<file path="config.mk">
export PLATFORM = sky130hd
export DESIGN_NAME = vga_timing_gen
export DESIGN_NICKNAME = d
export VERILOG_FILES = /design/src/rtl/vga_timing_gen.sv
export SDC_FILE = /design/constraint.sdc
export NUM_CORES = 1
export LEC_CHECK = 0
export ABC_AREA = 1
export CAP_MARGIN = 20
export CORE_MARGIN = 4
export CORE_UTILIZATION = 45
export CTS_CLUSTER_DIAMETER = 120
export DETAILED_ROUTE_END_ITERATION = 12
export PLACE_DENSITY = 0.76
export SYNTH_ARGS = -nofsm -noshare
export SYNTH_HDL_FRONTEND = slang
export SYNTH_SLANG_ARGS = --single-unit
</file>
<file path="constraint.sdc">
create_clock -name clk -period 1.5 [get_ports clk]
set_input_delay 0.225 -clock clk [delete_from_list [all_inputs] [get_ports clk]]
set_output_delay 0.225 -clock clk [all_outputs]
set_load 0.03 [all_outputs]
</file>
<file path="src/rtl/vga_timing_gen.sv">
// VGA raster timing generator: registered hsync/vsync/de, pixel coordinates and line/frame
// strobes, advancing one pixel per pix_ce. Sticky line-compare irq when VGA_TIMING_LINE_IRQ_EN is defined.
module vga_timing_gen #(
   parameter int CNT_W    = 11,
   parameter int H_ACTIVE = 640,
   parameter int H_FP     = 16,
   parameter int H_SYNC   = 96,
   parameter int H_BP     = 48,
   parameter int V_ACTIVE = 480,
   parameter int V_FP     = 10,
   parameter int V_SYNC   = 2,
   parameter int V_BP     = 29,
   parameter bit HS_POL   = 1'b0,
   parameter bit VS_POL   = 1'b0
) (
   input  logic             clk,
   input  logic             reset,
   input  logic             pix_ce,
   output logic             hsync,
   output logic             vsync,
   output logic             de,
   output logic [CNT_W-1:0] hpos,
   output logic [CNT_W-1:0] vpos,
   output logic             line_start,
   output logic             frame_start,
   input  logic [CNT_W-1:0] irq_line,
   input  logic             irq_ack,
   output logic             irq
);

   localparam int H_TOTAL = H_ACTIVE + H_FP + H_SYNC + H_BP;
   localparam int V_TOTAL = V_ACTIVE + V_FP + V_SYNC + V_BP;

   if (H_ACTIVE < 1 || H_FP < 1 || H_SYNC < 1 || H_BP < 1) begin : g_chk_h_seg
      $error("vga_timing_gen: every horizontal segment must be at least 1");
   end
   if (V_ACTIVE < 1 || V_FP < 1 || V_SYNC < 1 || V_BP < 1) begin : g_chk_v_seg
      $error("vga_timing_gen: every vertical segment must be at least 1");
   end
   if (H_TOTAL > (1 << CNT_W) || V_TOTAL > (1 << CNT_W)) begin : g_chk_total
      $error("vga_timing_gen: line or frame total does not fit in CNT_W bits");
   end

   // One extra bit so window ends equal to 2^CNT_W still compare correctly.
   typedef logic [CNT_W:0] ext_t;

   localparam ext_t H_LAST = ext_t'(H_TOTAL - 1);
   localparam ext_t V_LAST = ext_t'(V_TOTAL - 1);
   localparam ext_t H_ACT  = ext_t'(H_ACTIVE);
   localparam ext_t V_ACT  = ext_t'(V_ACTIVE);
   localparam ext_t HS_BEG = ext_t'(H_ACTIVE + H_FP);
   localparam ext_t HS_END = ext_t'(H_ACTIVE + H_FP + H_SYNC);
   localparam ext_t VS_BEG = ext_t'(V_ACTIVE + V_FP);
   localparam ext_t VS_END = ext_t'(V_ACTIVE + V_FP + V_SYNC);

   ext_t hpos_e;
   ext_t vpos_e;
   ext_t h_nxt;
   ext_t v_nxt;
   logic h_wrap;
   logic v_wrap;

   always_comb begin
      hpos_e = {1'b0, hpos};
      vpos_e = {1'b0, vpos};
      h_wrap = (hpos_e == H_LAST);
      v_wrap = (vpos_e == V_LAST);
      h_nxt  = h_wrap ? '0 : hpos_e + ext_t'(1);
      v_nxt  = vpos_e;
      if (h_wrap) begin
         v_nxt = v_wrap ? '0 : vpos_e + ext_t'(1);
      end
   end

   // Reset parks on the last pixel so the first strobe lands on (0,0) with both pulses.
   always_ff @(posedge clk) begin
      if (reset) begin
         hpos        <= H_LAST[CNT_W-1:0];
         vpos        <= V_LAST[CNT_W-1:0];
         hsync       <= ~HS_POL;
         vsync       <= ~VS_POL;
         de          <= 1'b0;
         line_start  <= 1'b0;
         frame_start <= 1'b0;
      end else begin
         line_start  <= 1'b0;
         frame_start <= 1'b0;
         if (pix_ce) begin
            hpos        <= h_nxt[CNT_W-1:0];
            vpos        <= v_nxt[CNT_W-1:0];
            hsync       <= (h_nxt >= HS_BEG && h_nxt < HS_END) ? HS_POL : ~HS_POL;
            vsync       <= (v_nxt >= VS_BEG && v_nxt < VS_END) ? VS_POL : ~VS_POL;
            de          <= (h_nxt < H_ACT) && (v_nxt < V_ACT);
            line_start  <= h_wrap;
            frame_start <= h_wrap && v_wrap;
         end
      end
   end

`ifdef VGA_TIMING_LINE_IRQ_EN
   logic irq_hit;

   // v_nxt never reaches V_TOTAL, so an out-of-range irq_line simply never matches.
   assign irq_hit = pix_ce && h_wrap && (v_nxt == {1'b0, irq_line});

   always_ff @(posedge clk) begin
      if (reset) begin
         irq <= 1'b0;
      end else if (irq_hit) begin
         irq <= 1'b1;
      end else if (irq_ack) begin
         irq <= 1'b0;
      end
   end
`else
   logic unused_irq_inputs;

   assign unused_irq_inputs = ^{irq_line, irq_ack};
   assign irq               = 1'b0;
`endif

endmodule

</file>
==> flow_metrics.py, run 1 <==
metrics = {
    "sta": {
        "rsz0062_at_grt": "yes",
        "hold_viol_final": 0,
        "setup_slack_ns": -0.267,
        "maxClockFrequency_ghz": 0.566,
        "min_period_ns": 1.77,
        "setup_viol": 15,
        "fin_setup_tns_ns": -1.96,
        "finClkSkew_ns": 0.00562,
        "maxSlewViolCount": 0,
        "post-route-period-util": 1.18,
    },
    "route": {
        "drc": 0,
        "via_per_inst": 5.39,
        "dr.pass1.iters": 4,
        "ant_nets": 0,
        "drtIter0Drc": 146,
        "routed_wirelength_um": 6400,
        "vias": 2319,
        "wire_per_inst_um": 14.9,
    },
    "yosys": {
        "synth.avg_cell_area_um2": 6.38,
        "synth_cell_types": 32,
        "ys_async_sr_fraction": 0,
        "synth_cells": 288,
        "synthFlopType": "dfxtp_1",
        "yosys_register_bits": 27,
        "synth_warnings": 0,
        "seq_area_frac_synth": 0.294,
        "syn_nets": 307,
        "synth_area_leaders": "dfxtp_1, nand2_1, nand3_1",
        "synth_area_um2": 1840,
        "synth_top_area_share": 0.294,
        "synth_commonest_cells": "nand2_1, inv_1, dfxtp_1, nand3_1, nor2_1",
        "synth_area_leader_cell": "dfxtp_1",
        "synth_edf_count": 0,
        "synth.most_common_cell": "nand2_1",
    },
    "critical_path": {
        "critPathSlowestCell": "dfxtp_2",
        "startpoint_type": "register",
        "cp_slowest_stage_delay_ns": 0.35,
        "cp_max_fo": 8,
        "critical_path_class": "reg -> reg",
        "end_kind": "register",
        "crit_required_ns": 1.73,
        "cp_cell_sequence": "buf_4 -> nor2_1 -> nand3_1 -> nor2_2 -> nand2_2 -> nand3_2 -> nand2_2 -> nor2_2 -> nand4_1 -> a21oi_1",
        "crit_arrival_ns": 2.00,
    },
    "pwr": {
        "comb_power_share": 0.448,
        "power.switching_mw": 0.929,
        "power_density_nw_per_um2": 786,
        "ir_drop_v": 0.000693,
        "p_clk_frac": 0.197,
        "p_leak_nw": 1.44,
        "seqPwrFrac": 0.355,
        "p_int_mw": 1.40,
        "swShare": 0.398,
    },
    "clock_tree": {
        "cts_buffer_depth": 2,
        "postCtsHoldBufs": 0,
        "worst_setup_hold_path_clk_slew_ns": 0.11,
        "cts_buffers": 3,
        "htreeDepth": 1,
        "clock_latency_ns": 0.29,
        "clkSinkCount": 27,
        "cts_tree": "done",
        "cts_root_buf": "clkbuf_8",
    },
    "die": {
        "ios": 43,
        "fp.dieH_um": 71.9,
        "row_count": 22,
        "die_w_um": 71.9,
        "initial_core_util": 0.484,
        "die_area_um2": 5170,
        "core_um2": 3800,
    },
    "layout": {
        "synthToLayoutAreaGrowth_pct": 61.3,
        "design_area_um2": 2970,
        "antennaDiodeCount": 0,
        "fin_nets": 402,
        "final_core_utilization": 0.781,
        "drive_gt1_frac": 0.401,
    },
    "global_route": {
        "track_usage": 0.231,
        "antenna_found_initial": 0,
        "grt_max_degree": 24,
        "first_global_vias": 2116,
        "grt_pass1_wl_um": 9630,
        "grt_overflow": 0,
    },
    "placement": {
        "placed_cell_area_um2": 2680,
        "hpwl_um": 4110,
        "dp_slack_ns": -0.165,
        "place.gp.congestion": 0.936,
        "portBuffers": 29,
    },
    "worst_hold_path": {
        "min_path_type": "reg -> reg",
    },
    "status": {
        "violations": "negative setup slack",
        "status": "complete, but fails checks",
    },
    "job": {
        "cap_violations": 0,
    },
}
## sequential cells by signal (all words and copies together) (netlist names)
name and flops:
frame_start 1, de 1, vsync 1, vpos 11
hpos 11, hsync 1, line_start 1
## critical path: cells and delay by family (launching register included)
family | cells | cell delay (ns)
AO/OA/AOI/OAI | 1 | 0.16
buffers and inverters | 1 | 0.18
flip-flops | 1 | 0.35
AND/OR/NAND/NOR | 8 | 1.03
## layer usage
layer,track usage,wire (um),vias up,part of all wire
met3,0.0208,489,17,0.076
met5,0,0,-,0
met4,0.0710,185,0,0.029
met1,0.325,2830,1062,0.44
li1,-,-,1129,-
met2,0.373,2890,111,0.45
## through the flow
stage / std cells / hold slack, ns / total power, mW
5_1_grt: 430 / 0.500 / 2.46
4_1_cts: 424 / 0.484 / 2.21
2_1_floorplan: 288 / 0.384 / 1.34
3_3_place_gp: 417 / 0.456 / 1.72
3_5_place_dp: 417 / 0.463 / 1.74
6_report: 430 / 0.479 / 2.33
## timing repair
action                                  in CTS  in global routing
resized for setup                           43                 42
buffers inserted                             3                  6
endpoints found under the setup margin      37                 20
pin swaps                                    7                 19
## cells by family (layout without fill, tap and decap cells)
logic type | count (synthesis) | after routing | synth area share
AO/OA/AOI/OAI | 43 | 43 | 0.134
XOR/XNOR | 3 | 3 | 0.0143
adder cells (fa/ha/maj) | 4 | 4 | 0.0272
buffers and inverters | 43 | 137 | 0.0960
flip-flops | 27 | 27 | 0.294
other | 1 | 1 | 0.00204
AND/OR/NAND/NOR | 167 | 167 | 0.432
## cell type report
class / count / area [um2]
repair buffers: 100 / 828
multi-input cells: 218 / 1330
clock inverters: 1 / 7.51
well taps: 48 / 60.1
inverters: 33 / 126
clock buffers: 3 / 41.3
flip-flops and latches: 27 / 572
fillers: 270 / 833
## worst paths after layout
check | to | cells after the start | from | slack [ns]
worst max register to register | de$_SDFFE_PP0P_ | 10 | hpos[5]$_SDFFE_PP0P_ | -0.27
worst min-delay path | de$_SDFFE_PP0P_ | 2 | de$_SDFFE_PP0P_ | 0.48
worst max-delay path | de$_SDFFE_PP0P_ | 10 | hpos[5]$_SDFFE_PP0P_ | -0.27
worst min register to register | de$_SDFFE_PP0P_ | 2 | de$_SDFFE_PP0P_ | 0.48
## power groups by stage
stage          clock network (mW)  logic, mW  registers, mW
2_1_floorplan                   0      0.392          0.951
3_3_place_gp                    0      0.882          0.838
3_5_place_dp                    0      0.897          0.840
4_1_cts                     0.467      0.918          0.824
5_1_grt                     0.499       1.13          0.834
6_report                    0.460       1.05          0.827
## placed cells by master (no fill, tap or decap), drive strengths merged, types with 5 or more instances in the layout
cell,n
nand2,80
nand4,14
dfxtp,27
o211ai,5
buf,71
dlygate4sd2,26
a21oi,18
nand3,29
nor2,37
nor3,5
o21ai,13
inv,32
No activity file was read; power rests on OpenSTA's default activity.
==> inputs of run 2 (changes only) <==
- CORE_ASPECT_RATIO: default -> 1.1
- clock period: 1.5 -> 1.6 ns (I/O delays scaled with it)
==> run 2 against run 1 <==
The run still ends with negative setup slack left. Non-clock buffer count down 5. Sequential share of layout area is 0.27 points higher. Flip-flop and latch count is the same. Via count decreased by 3.5%. Clock power shrank 14%. Cell area shrank 2.4%. Largest cell class unchanged.
==> flow_metrics.py, run 2 (synthesis gave the netlist of run 1 again) <==
metrics = {
    "critical_path": {
        "critical_path_class": "reg -> reg",
        "path_buf_inv": 3,
        "crit_arrival_ns": 1.84,
        "setup.worst_path.start": "hpos[0]$_SDFFE_PP1P_",
        "critPathTopFamily": "simple AND/OR/NAND/NOR gates",
        "startpoint_type": "register",
        "crit_required_ns": 1.78,
        "r2r_start": "hpos[0]$_SDFFE_PP1P_",
        "cp_max_fo": 8,
        "cp_slowest_stage_delay_ns": 0.37,
        "cp_cell_sequence": "ha_4 -> inv_4 -> nor2_4 -> buf_6 -> nand3_4 -> nor2_8 -> buf_4 -> nand4_1 -> nand2_1 -> nor2_2 -> nand4_1 -> a21oi_2",
        "crit_path_frequent_cell": "nand4_1",
        "critPathSlowestCell": "dfxtp_4",
        "end_kind": "register",
    },
    "route": {
        "dr.pass1.iters": 5,
        "drtIter0Drc": 130,
        "wire_per_inst_um": 13.2,
        "vias": 2238,
        "drc": 0,
        "routed_wirelength_um": 5670,
        "ant_nets": 0,
        "via_per_inst": 5.22,
    },
    "pwr": {
        "swShare": 0.383,
        "comb_power_share": 0.441,
        "seqPwrFrac": 0.369,
        "power_density_nw_per_um2": 720,
        "p_int_mw": 1.29,
        "finalPower_mw": 2.08,
        "ir_drop_v": 0.000424,
        "power.switching_mw": 0.799,
        "p_leak_nw": 1.38,
        "p_clk_frac": 0.191,
    },
    "clock_tree": {
        "postCtsHoldBufs": 0,
        "clkSinkCount": 27,
        "cts_root_buf": "clkbuf_8",
        "clock_latency_ns": 0.28,
        "htreeDepth": 1,
        "cts_buffers": 3,
        "cts_tree": "done",
        "cts_buffer_depth": 2,
        "worst_setup_hold_path_clk_slew_ns": 0.10,
    },
    "die": {
        "die_area_um2": 5170,
        "ios": 43,
        "fp.dieH_um": 75.0,
        "die_w_um": 68.9,
        "core_um2": 3960,
        "initial_core_util": 0.464,
        "row_count": 24,
    },
    "sta": {
        "maxSlewViolCount": 0,
        "hold_viol_final": 0,
        "setup_viol": 3,
        "post-route-period-util": 1.04,
        "setup_slack_ns": -0.0602,
        "min_period_ns": 1.66,
        "finClkSkew_ns": 0.00782,
        "maxClockFrequency_ghz": 0.602,
        "rsz0062_at_grt": "yes",
        "fin_setup_tns_ns": -0.134,
    },
    "layout": {
        "fin_nets": 397,
        "final_cell_mix": "nand2_1, buf_4, inv_1",
        "antennaDiodeCount": 0,
        "drive_gt1_frac": 0.355,
        "synthToLayoutAreaGrowth_pct": 57.4,
        "fill_cells": 352,
        "reg_top3": "hpos: 11 flops, vpos: 11 flops",
        "layout.cells.most_common": "nand2_1",
    },
    "status": {
        "violations": "negative setup slack",
        "status": "complete, but fails checks",
    },
    "global_route": {
        "track_usage": 0.239,
        "antenna_found_initial": 0,
        "first_global_vias": 2197,
        "grt_pass1_wl_um": 9450,
        "grt_overflow": 0,
        "grt_max_degree": 22,
    },
    "placement": {
        "hpwl_um": 4240,
        "portBuffers": 29,
        "place.gp.congestion": 0.914,
    },
    "worst_hold_path": {
        "min_path_type": "reg -> reg",
        "min_from": "vsync$_SDFFE_PP1P_",
    },
    "job": {
        "cap_violations": 0,
    },
}
run 2: worst paths after layout:
check,to,slack [ns],depth (start not counted)
worst max-delay path,de$_SDFFE_PP0P_,-0.06,12
worst min-delay path,vsync$_SDFFE_PP1P_,0.49,2
worst max register to register,de$_SDFFE_PP0P_,-0.06,12
worst min register to register,vsync$_SDFFE_PP1P_,0.49,2
run 2: what timing repair did:
item                       4_1_cts  5_1_grt
resized for setup               52       19
setup buffers                    7        2
gates cloned                     0        0
setup endpoints to repair       29       13
pin swaps                       18       12
run 2: power groups by stage:
stage | combinational (mW) | clock, mW | sequential [mW]
floorplan | 0.362 | 0 | 0.887
global placement | 0.828 | 0 | 0.781
detailed placement | 0.838 | 0 | 0.782
CTS | 0.888 | 0.403 | 0.768
global route | 0.999 | 0.427 | 0.776
finish | 0.919 | 0.397 | 0.768
run 2: per-stage QoR:
step | area, um2 | utilization | cells | setup slack (ns) | hold WS, ns
6_report | 2890 | 0.730 | 429 | -0.0602 | 0.489
5_1_grt | 2890 | 0.730 | 429 | -0.194 | 0.529
4_1_cts | 2820 | 0.711 | 428 | -0.120 | 0.496
3_5_place_dp | 2640 | 0.665 | 418 | -0.162 | 0.472
3_3_place_gp | 2640 | 0.665 | 418 | -0.109 | 0.453
2_1_floorplan | 1880 | - | 288 | 0.00101 | 0.399
run 2: final cells by class:
type	count	area, um2	share of cell area
Tap cell	52	65.1	0.0225
Inverter	33	129	0.0446
Timing Repair Buffer	95	796	0.275
Clock buffer	3	41.3	0.0143
Sequential cell	27	566	0.196
Clock inverter	1	5.00	0.00173
Multi-Input combinational cell	218	1290	0.446
run 2: worst min-delay path, stage by stage (launching register included):
cell and delay (ns):
dfxtp_1 0.35, a21oi_1 0.07, nand2_1 0.05
run 2: per-layer routing:
layer	track usage	vias up	wire length (um)	part of all wire
met5	0	-	0	0
li1	-	1129	-	-
met3	0.0373	20	159	0.028
met4	0.119	0	230	0.041
met1	0.264	1028	2400	0.42
met2	0.438	61	2880	0.51
